### src/rtl/btn_debounce_pkg.sv
`default_nettype none
// +--------------------------------------------------------------------+
// | btn_debounce_pkg : badge button constants and sizing helper         |
// | Rev 1.0                                                             |
// +--------------------------------------------------------------------+
package btn_debounce_pkg;

  localparam int BADGE_N_BTN        = 8;
  localparam int BTN_RELOAD_IDX     = 4;

  // 8 MHz badge clock: ~0.5 ms tick, ~4 ms settle, ~2 s long press
  localparam int BADGE_TICK_DIV     = 4096;
  localparam int BADGE_SETTLE_TICKS = 8;
  localparam int BADGE_LONG_TICKS   = 4096;

  function automatic int cnt_width(input int n);
    return (n > 1) ? $clog2(n) : 1;
  endfunction

endpackage
`default_nettype wire

### src/rtl/btn_debounce_ch.sv
`default_nettype none
// +--------------------------------------------------------------------+
// | btn_debounce_ch : one debounced channel with press/release/long     |
// | Rev 1.0                                                             |
// +--------------------------------------------------------------------+
module btn_debounce_ch
  import btn_debounce_pkg::*;
#(
  parameter int SETTLE_TICKS = BADGE_SETTLE_TICKS,
  parameter int LONG_TICKS   = BADGE_LONG_TICKS
) (
  input  logic clk,
  input  logic reset_n,
  input  logic tick_i,
  input  logic smp_i,
  output logic level_o,
  output logic press_o,
  output logic release_o,
  output logic long_o
);

  localparam int CW = cnt_width(SETTLE_TICKS);
  localparam int HW = $clog2(LONG_TICKS + 1);
  localparam logic [CW-1:0] CNT_LAST  = CW'(SETTLE_TICKS - 1);
  localparam logic [HW-1:0] HOLD_MAX  = HW'(LONG_TICKS);
  localparam logic [HW-1:0] HOLD_LAST = HW'(LONG_TICKS - 1);

  logic          state_q, state_d;
  logic [CW-1:0] cnt_q, cnt_d;
  logic [HW-1:0] hold_q, hold_d;
  logic          press_q, press_d;
  logic          release_q, release_d;
  logic          long_q, long_d;

  always_comb begin
    state_d   = state_q;
    cnt_d     = cnt_q;
    hold_d    = hold_q;

    // Agreement on any cycle, not just ticks, restarts settling
    if (smp_i == state_q) begin
      cnt_d = '0;
    end else if (tick_i) begin
      if (cnt_q == CNT_LAST) begin
        state_d = smp_i;
        cnt_d   = '0;
      end else begin
        cnt_d = cnt_q + CW'(1);
      end
    end

    if (!state_q) begin
      hold_d = '0;
    end else if (tick_i && (hold_q != HOLD_MAX)) begin
      hold_d = hold_q + HW'(1);
    end

    press_d   = state_d & ~state_q;
    release_d = ~state_d & state_q;
    long_d    = state_q & tick_i & (hold_q == HOLD_LAST);
  end

  always_ff @(posedge clk or negedge reset_n) begin
    if (!reset_n) begin
      state_q   <= 1'b0;
      cnt_q     <= '0;
      hold_q    <= '0;
      press_q   <= 1'b0;
      release_q <= 1'b0;
      long_q    <= 1'b0;
    end else begin
      state_q   <= state_d;
      cnt_q     <= cnt_d;
      hold_q    <= hold_d;
      press_q   <= press_d;
      release_q <= release_d;
      long_q    <= long_d;
    end
  end

  assign level_o   = state_q;
  assign press_o   = press_q;
  assign release_o = release_q;
  assign long_o    = long_q;

endmodule
`default_nettype wire

### src/rtl/btn_debounce.sv
`default_nettype none
// +--------------------------------------------------------------------+
// | btn_debounce : synchronise, tick-prescale and debounce N buttons    |
// | Rev 1.0                                                             |
// +--------------------------------------------------------------------+
module btn_debounce
  import btn_debounce_pkg::*;
#(
  parameter int N_BTN        = BADGE_N_BTN,
  parameter int TICK_DIV     = BADGE_TICK_DIV,
  parameter int SETTLE_TICKS = BADGE_SETTLE_TICKS,
  parameter int LONG_TICKS   = BADGE_LONG_TICKS
) (
  input  logic             clk,
  input  logic             reset_n,
  input  logic [N_BTN-1:0] btn,
  output logic [N_BTN-1:0] btn_level,
  output logic [N_BTN-1:0] btn_press,
  output logic [N_BTN-1:0] btn_release,
  output logic [N_BTN-1:0] btn_long
);

  localparam int PW = $clog2(TICK_DIV);
  localparam logic [PW-1:0] PRESC_LAST = PW'(TICK_DIV - 1);

  logic [N_BTN-1:0] sync1_q, sync2_q;
  logic [PW-1:0]    presc_q, presc_d;
  logic             w_tick;
  logic [N_BTN-1:0] w_smp;

  // Sync flops idle high so a reset reads as "all released"
  always_ff @(posedge clk or negedge reset_n) begin
    if (!reset_n) begin
      sync1_q <= '1;
      sync2_q <= '1;
    end else begin
      sync1_q <= btn;
      sync2_q <= sync1_q;
    end
  end

  assign w_smp  = ~sync2_q;
  assign w_tick = (presc_q == PRESC_LAST);

  always_comb begin
    presc_d = presc_q + PW'(1);
    if (w_tick) begin
      presc_d = '0;
    end
  end

  always_ff @(posedge clk or negedge reset_n) begin
    if (!reset_n) begin
      presc_q <= '0;
    end else begin
      presc_q <= presc_d;
    end
  end

  for (genvar i = 0; i < N_BTN; i++) begin : g_ch
    btn_debounce_ch #(
      .SETTLE_TICKS (SETTLE_TICKS),
      .LONG_TICKS   (LONG_TICKS)
    ) u_ch (
      .clk       (clk),
      .reset_n   (reset_n),
      .tick_i    (w_tick),
      .smp_i     (w_smp[i]),
      .level_o   (btn_level[i]),
      .press_o   (btn_press[i]),
      .release_o (btn_release[i]),
      .long_o    (btn_long[i])
    );
  end

endmodule
`default_nettype wire

### config.mk
export PLATFORM = sky130hd
export DESIGN_NAME = btn_debounce
export DESIGN_NICKNAME = d
export VERILOG_FILES = /design/src/rtl/btn_debounce_pkg.sv /design/src/rtl/btn_debounce_ch.sv /design/src/rtl/btn_debounce.sv
export SDC_FILE = /design/constraint.sdc
export NUM_CORES = 1
export LEC_CHECK = 0
export CAP_MARGIN = 20
export CELL_PAD_IN_SITES_DETAIL_PLACEMENT = 2
export CELL_PAD_IN_SITES_GLOBAL_PLACEMENT = 2
export CORE_MARGIN = 5
export CORE_UTILIZATION = 40
export DETAILED_ROUTE_END_ITERATION = 8
export PLACE_DENSITY = 0.91
export SYNTH_ARGS = -nofsm -noshare
export SYNTH_HDL_FRONTEND = slang
export SYNTH_SLANG_ARGS = --single-unit
export TNS_END_PERCENT = 20
### constraint.sdc
create_clock -name clk -period 2.3 [get_ports clk]
set_input_delay 0.23 -clock clk [delete_from_list [all_inputs] [get_ports clk]]
set_output_delay 0.23 -clock clk [all_outputs]
set_load 0.02 [all_outputs]
=== Word level (Yosys, flattened, before mapping) ===
Cells that the tools add are included.

* $add $sub $neg: 17
* Multipliers: 0
* Div/mod/pow operators: 0
* $lt $le $gt $ge: 0
* Eq/ne operators: 41
* Shifts and indexed selects: 0
* Multiplexer cells: 65
* Bitwise logic cells: 49
* Reductions and logical operators: 16

{| class="wikitable"
|+ Operators by type and width
! cell !! number
|-
| 2-to-1 mux 13 bit || 16
|-
| adder 13 x 1 -> 13 bit (second input constant) || 8
|-
| equality test 13 x 12 -> 1 bit (second input constant) || 8
|-
| != test 13 bit (second input constant) || 8
|-
| 2-to-1 mux 3 bit || 24
|-
| AND 1 bit || 32
|-
| adder 3 x 1 -> 3 bit (second input constant) || 8
|-
| equality test 3 bit (second input constant) || 8
|-
| 2-to-1 mux 1 bit || 24
|-
| != test 2 bit (second input constant) || 8
|-
| inverter 1 bit || 16
|-
| nonzero test 2 bit || 8
|-
| adder 12 x 1 -> 12 bit (second input constant) || 1
|-
| equality test 12 bit (second input constant) || 1
|-
| 2-to-1 mux 12 bit || 1
|-
| equality test 1 bit || 8
|-
| logical AND 1 bit || 8
|-
| inverter 8 bit || 1
|}

* Flip-flop bits (word level): 188
* Latch bits: 0
* RAM bits: 0
* Memory bits (read-only): 0
* Input bits: 10
* Memories kept: 0

=== Depth between registers and ports, before layout ===
* Depth in word-level cells: 6
* Depth in mapped cells: 10

=== Hierarchy ===
From an unflattened synthesis, not the netlist that was laid out.

* Cells, all modules: 937
* Area total of the unflattened synthesis: 9620.5 um2

{| class="wikitable"
|+ Modules (own cells, without submodules)
! module !! times used !! cells an instance !! area an instance (um2) !! sequential area each (um2)
|-
| btn_debounce_ch || 8 || 108 || 1076.0 || 500.5
|-
| btn_debounce || 1 || 73 || 1012.2 || 720.7
|}

=== Worst setup path before layout ===
Ideal clock, no wire load.

* Kind: register to register
* From: register presc_q[0]
* To: register g_ch[0].u_ch.hold_q[10]
* Data arrival time: 1.861 ns
* Slack: 0.360 ns
* Cell stages (with the launch flop): 10
* Path buffers: 4
* Clock period less this slack: 1.940 ns
* Cell sequence: dfrtp_1 > ha_1 > and3_1 > buf_2 > nand4_4 > buf_6 > buf_6 > buf_6 > nor4_1 > mux2i_1

* Cells in the longest elaborated chain, start to end: 3

{| class="wikitable"
|+ Ends and longest elaborated chain
! what !! RTL line !! RTL
|-
| from (decl) || btn_debounce.sv:27 || <nowiki>logic [PW-1:0] presc_q, presc_d;</nowiki>
|-
| from (signal assigned) || btn_debounce.sv:56 || <nowiki>presc_q <= presc_d;</nowiki>
|-
| equality test 12 bit || btn_debounce.sv:43 || <nowiki>assign w_tick = (presc_q == PRESC_LAST);</nowiki>
|-
| logical AND 1 bit || btn_debounce_ch.sv:54 || <nowiki>end else if (tick_i && (hold_q != HOLD_MAX)) begin</nowiki>
|-
| != test 2 bit (no source line) || -- ||
|-
| to (signal assigned) || btn_debounce_ch.sv:74 || <nowiki>hold_q <= hold_d;</nowiki>
|-
| to (decl) || btn_debounce_ch.sv:30 || <nowiki>logic [HW-1:0] hold_q, hold_d;</nowiki>
|}

Every way passes these cells.
A chain may end at the register's enable or synchronous reset.

=== Worst setup path in the final report ===
* From: register presc_q[0]
* To: register g_ch[3].u_ch.hold_q[11]

* Cells in the longest elaborated chain, start to end: 3

{| class="wikitable"
|+ Ends and longest elaborated chain
! what !! RTL line
|-
| equality test 12 bit || btn_debounce.sv:43
|-
| logical AND 1 bit || btn_debounce_ch.sv:54
|-
| != test 2 bit (no source line) || --
|-
| to (signal assigned) || btn_debounce_ch.sv:74
|-
| to (decl) || btn_debounce_ch.sv:30
|}

Every way passes these cells.

==> results.yml <==
final_layout:
  nNetsFinal: 1028
  final_util_pct: 44.9
  finish.instance_area_sq_um: 10800
  num_antenna_cells: 0
  most_frequent_standard_cell_in_the_layout_excluding_fill_and_tap_cells: "sky130_fd_sc_hd__dfrtp_1"
  layout_common_cells: "172 x sky130_fd_sc_hd__dfrtp_1, 105 x sky130_fd_sc_hd__a21oi_1, 101 x sky130_fd_sc_hd__nand2_1, 60 x sky130_fd_sc_hd__nand3_1, 55 x sky130_fd_sc_hd__or4_1"
  drive_above_1_share_pct: 7.62
  syn2layout_area_growth_pct: 11.8
sta:
  period_share_pct: 96.0
  skew_ns: 0.0154
  max_clock_freq_mhz: 453
  hold_viol_final: 0
  max_slew.worst_pin.slew_ns: 0.628
  setup-violations-final: 0
  period_needed_ns: 2.21
  finalMaxSlewViolations: 0
  totalNegativeSetupSlack_ns: 0
  rsz0062_at_grt: "no"
  worst_case_headroom_to_the_max_slew_limit_pct: 57.5
  finalHoldWorstSlack_ns: 0.171
clock_tree:
  cts_sinks: 188
  clk_pin_slew_ns: 0.08
  h_tree_lvls: 4
  tritoncts.num_buffers: 17
  clock_insertion_delay_worst_skew_ns: 0.46
  clockBufferDepth: 2
  root_buf_cell: "sky130_fd_sc_hd__clkbuf_16"
  cts_tree: "yes"
  post_cts.repair.setup_buffers: 0
die:
  design.core.area_sq_um: 24100
  design.die.area_sq_um: 27400
  initial_utilization_pct: 40.2
  io_pins: 42
  die-height_microns: 166
  rows: 57
  die_w_microns: 166
status:
  outcome: "complete, no violations"
pwr:
  clock_power_share_pct: 47.3
  max-vdd-ir-drop_v: 0.000305
  flop_pwr_share_pct: 51.1
  switchingPower_mw: 1.62
  comb_power_share_pct: 1.6
  switching_share_pct: 24.7
  power.static_leakage_nw: 4.19
  power.internal_mw: 4.93
  power_per_cell_area_nw_per_um2: 604
placement:
  port_buffers: 41
  globalplace.congestion: 0.774
  dp_hpwl_microns: 17800
  placedInstanceArea_sq_um: 10200
logic_synthesis:
  synth_seq_cells: 188
  netlist.area_leader.share_pct: 44.4
  netlist_area_sq_um: 9690
  synthFlopType: "sky130_fd_sc_hd__dfrtp_1"
  synth-edff-count: 0
  proportion_of_synthesized_chip_area_in_sequential_cells_pct: 48.8
  async_reset_ff_share_pct: 100
  synth_area_leader_cell: "sky130_fd_sc_hd__dfrtp_1"
  syn_inst: 991
  postSynthNetCount: 1034
  yosys-top-cells-area: "sky130_fd_sc_hd__dfrtp_1 44%, sky130_fd_sc_hd__a21oi_1 5.4%, sky130_fd_sc_hd__dfstp_2 4.3%"
  synth_cell_types: 39
  avg_synthesized_cell_area_sq_um: 9.78
  synth.yosys.warnings: 0
worst_hold_path:
  min_delay_path_class: "input pin to flip-flop"
drt:
  routed_via_density: 6.06
  routed_len_inst_microns: 22.7
  drcViolationCount: 0
  drt_first_pass_iters: 4
  routed_wirelength_microns: 30000
  drt_first_iter_violations: 429
  postRouteAntennaNets: 0
  routed-via-count: 8012
global_route:
  number_of_antenna_violations_at_the_first_check_in_global_routing: 0
  first_pass_grt_wire_length_microns: 49600
  globalRouteTotalUtil_pct: 21.9
  grt_max_degree: 88
  first_global_vias: 9046
  grt_overflow_total: 0
setup_path:
  timing.critical_path.arrival_ns: 2.58
  crit_fanout: 33
  startpoint_type: "flip-flop"
  critPathCaptureType: "flip-flop"
  worst_path_class_setup: "flip-flop to flip-flop"
  crit_required_ns: 2.67
job:
  max_cap_violations: 0
-- critical path, cell delays in order (launching register included) --
cell,delay (ns)
sky130_fd_sc_hd__dfrtp_1,0.39
sky130_fd_sc_hd__ha_1,0.19
sky130_fd_sc_hd__and3_2,0.22
sky130_fd_sc_hd__nand4_4,0.17
sky130_fd_sc_hd__buf_12,0.21
sky130_fd_sc_hd__buf_12,0.16
sky130_fd_sc_hd__or4_1,0.55
sky130_fd_sc_hd__a21oi_1,0.21
-- state kept, by name, indices dropped and copies added, names as in the netlist --
signal	cells
g_ch.u_ch.cnt_q	24
g_ch.u_ch.release_o	8
g_ch.u_ch.hold_q	104
g_ch.u_ch.long_o	8
g_ch.u_ch.level_o	8
g_ch.u_ch.press_o	8
sync2_q	8
presc_q	12
sync1_q	8
-- Yosys cell counts, types with 5 or more instances --
| cell | n |
|---|---|
| sky130_fd_sc_hd__xor2_1 | 13 |
| sky130_fd_sc_hd__dfstp_2 | 16 |
| sky130_fd_sc_hd__mux2i_1 | 24 |
| sky130_fd_sc_hd__ha_1 | 33 |
| sky130_fd_sc_hd__inv_1 | 34 |
| sky130_fd_sc_hd__nand2b_1 | 17 |
| sky130_fd_sc_hd__buf_6 | 7 |
| sky130_fd_sc_hd__o21ai_0 | 39 |
| sky130_fd_sc_hd__or4_1 | 55 |
| sky130_fd_sc_hd__a21oi_1 | 105 |
| sky130_fd_sc_hd__and2_1 | 7 |
| sky130_fd_sc_hd__nand3b_1 | 5 |
| sky130_fd_sc_hd__o21a_1 | 6 |
| sky130_fd_sc_hd__nand4_1 | 28 |
| sky130_fd_sc_hd__buf_2 | 13 |
| sky130_fd_sc_hd__nand3_1 | 60 |
| sky130_fd_sc_hd__or3_1 | 20 |
| sky130_fd_sc_hd__nand2_1 | 101 |
| sky130_fd_sc_hd__dfrtp_1 | 172 |
| sky130_fd_sc_hd__nor4b_1 | 18 |
| sky130_fd_sc_hd__o31ai_1 | 46 |
| sky130_fd_sc_hd__nor3_1 | 14 |
| sky130_fd_sc_hd__and3_1 | 21 |
| sky130_fd_sc_hd__buf_4 | 33 |
| sky130_fd_sc_hd__and4_1 | 15 |
| sky130_fd_sc_hd__clkbuf_1 | 28 |
| sky130_fd_sc_hd__nor4_1 | 20 |
| sky130_fd_sc_hd__nor2_1 | 17 |
| sky130_fd_sc_hd__o31a_1 | 6 |
-- logic make-up (layout without fill, tap and decap cells) --
family	Yosys count	count (layout)	share of synthesized area [%]
flops	188	188	48.8
simple gates	405	405	24.2
mux	24	24	2.48
compound gates	205	205	12.3
fa+ha+maj	33	33	4.26
xor+xnor	16	16	1.45
buf+inv	120	127	6.64
-- worst paths after layout --
path | start | endpoint | slack (ns) | depth (start not counted)
min in group asynchronous | reset_n | g_ch[4].u_ch.release_o | 0.32 | 2
worst max-delay path | presc_q[0] | g_ch[3].u_ch.hold_q[11] | 0.09 | 7
worst max register to register | presc_q[0] | g_ch[3].u_ch.hold_q[11] | 0.09 | 7
worst min-delay path | btn[3] | sync1_q[3] | 0.17 | 1
max in group asynchronous | reset_n | sync1_q[5] | 1.19 | 3
worst min register to register | sync1_q[4] | sync2_q[4] | 0.36 | 0
-- through the flow --
stage | instances | setup WS [ns] | total power [mW]
2_1_floorplan | 991 | 0.360 | 3.41
3_3_place_gp | 1289 | 0.292 | 3.51
3_5_place_dp | 1289 | 0.109 | 3.52
4_1_cts | 1322 | 0.0392 | 6.62
5_1_grt | 1322 | 0.0174 | 6.75
6_report | 1322 | 0.0922 | 6.54
-- layer usage --
metal  part of all wire (%)  vias to the layer above  global-route usage, %  wire length (microns)
met4                    2.3                        0                   7.78                    695
met1                     41                     4225                   25.8                  12400
met2                     54                      114                   40.6                  16200
met5                      0                        -                      0                      0
li1                       -                     3618                      -                      -
met3                    2.1                       55                   3.12                    632
-- area by class of cell --
type                            count  area, sq um
Timing Repair Buffer               59          652
Clock inverter                     14          150
Multi-Input combinational cell    683         4330
Sequential cell                   188         4720
Tap cell                          324          405
Clock buffer                       18          439
Inverter                           36          135
Fill cell                        2574        13300
-- timing repair --
item / in CTS / in global routing
hold buffers: 1 / 0
endpoints found under the hold margin: 49 / 0
gates resized for setup: 0 / 3
endpoints found under the setup margin: 0 / 21
-- power groups by stage --
| stage | Sequential, mW | Clock, mW | Combinational, mW |
|---|---|---|---|
| floorplan | 3.40 | 0 | 0.00776 |
| global placement | 3.40 | 0 | 0.107 |
| detailed placement | 3.41 | 0 | 0.110 |
| CTS | 3.34 | 3.16 | 0.112 |
| global route | 3.34 | 3.28 | 0.123 |
| finish | 3.34 | 3.09 | 0.107 |
Note: power is estimated with default switching activity, not from simulation.
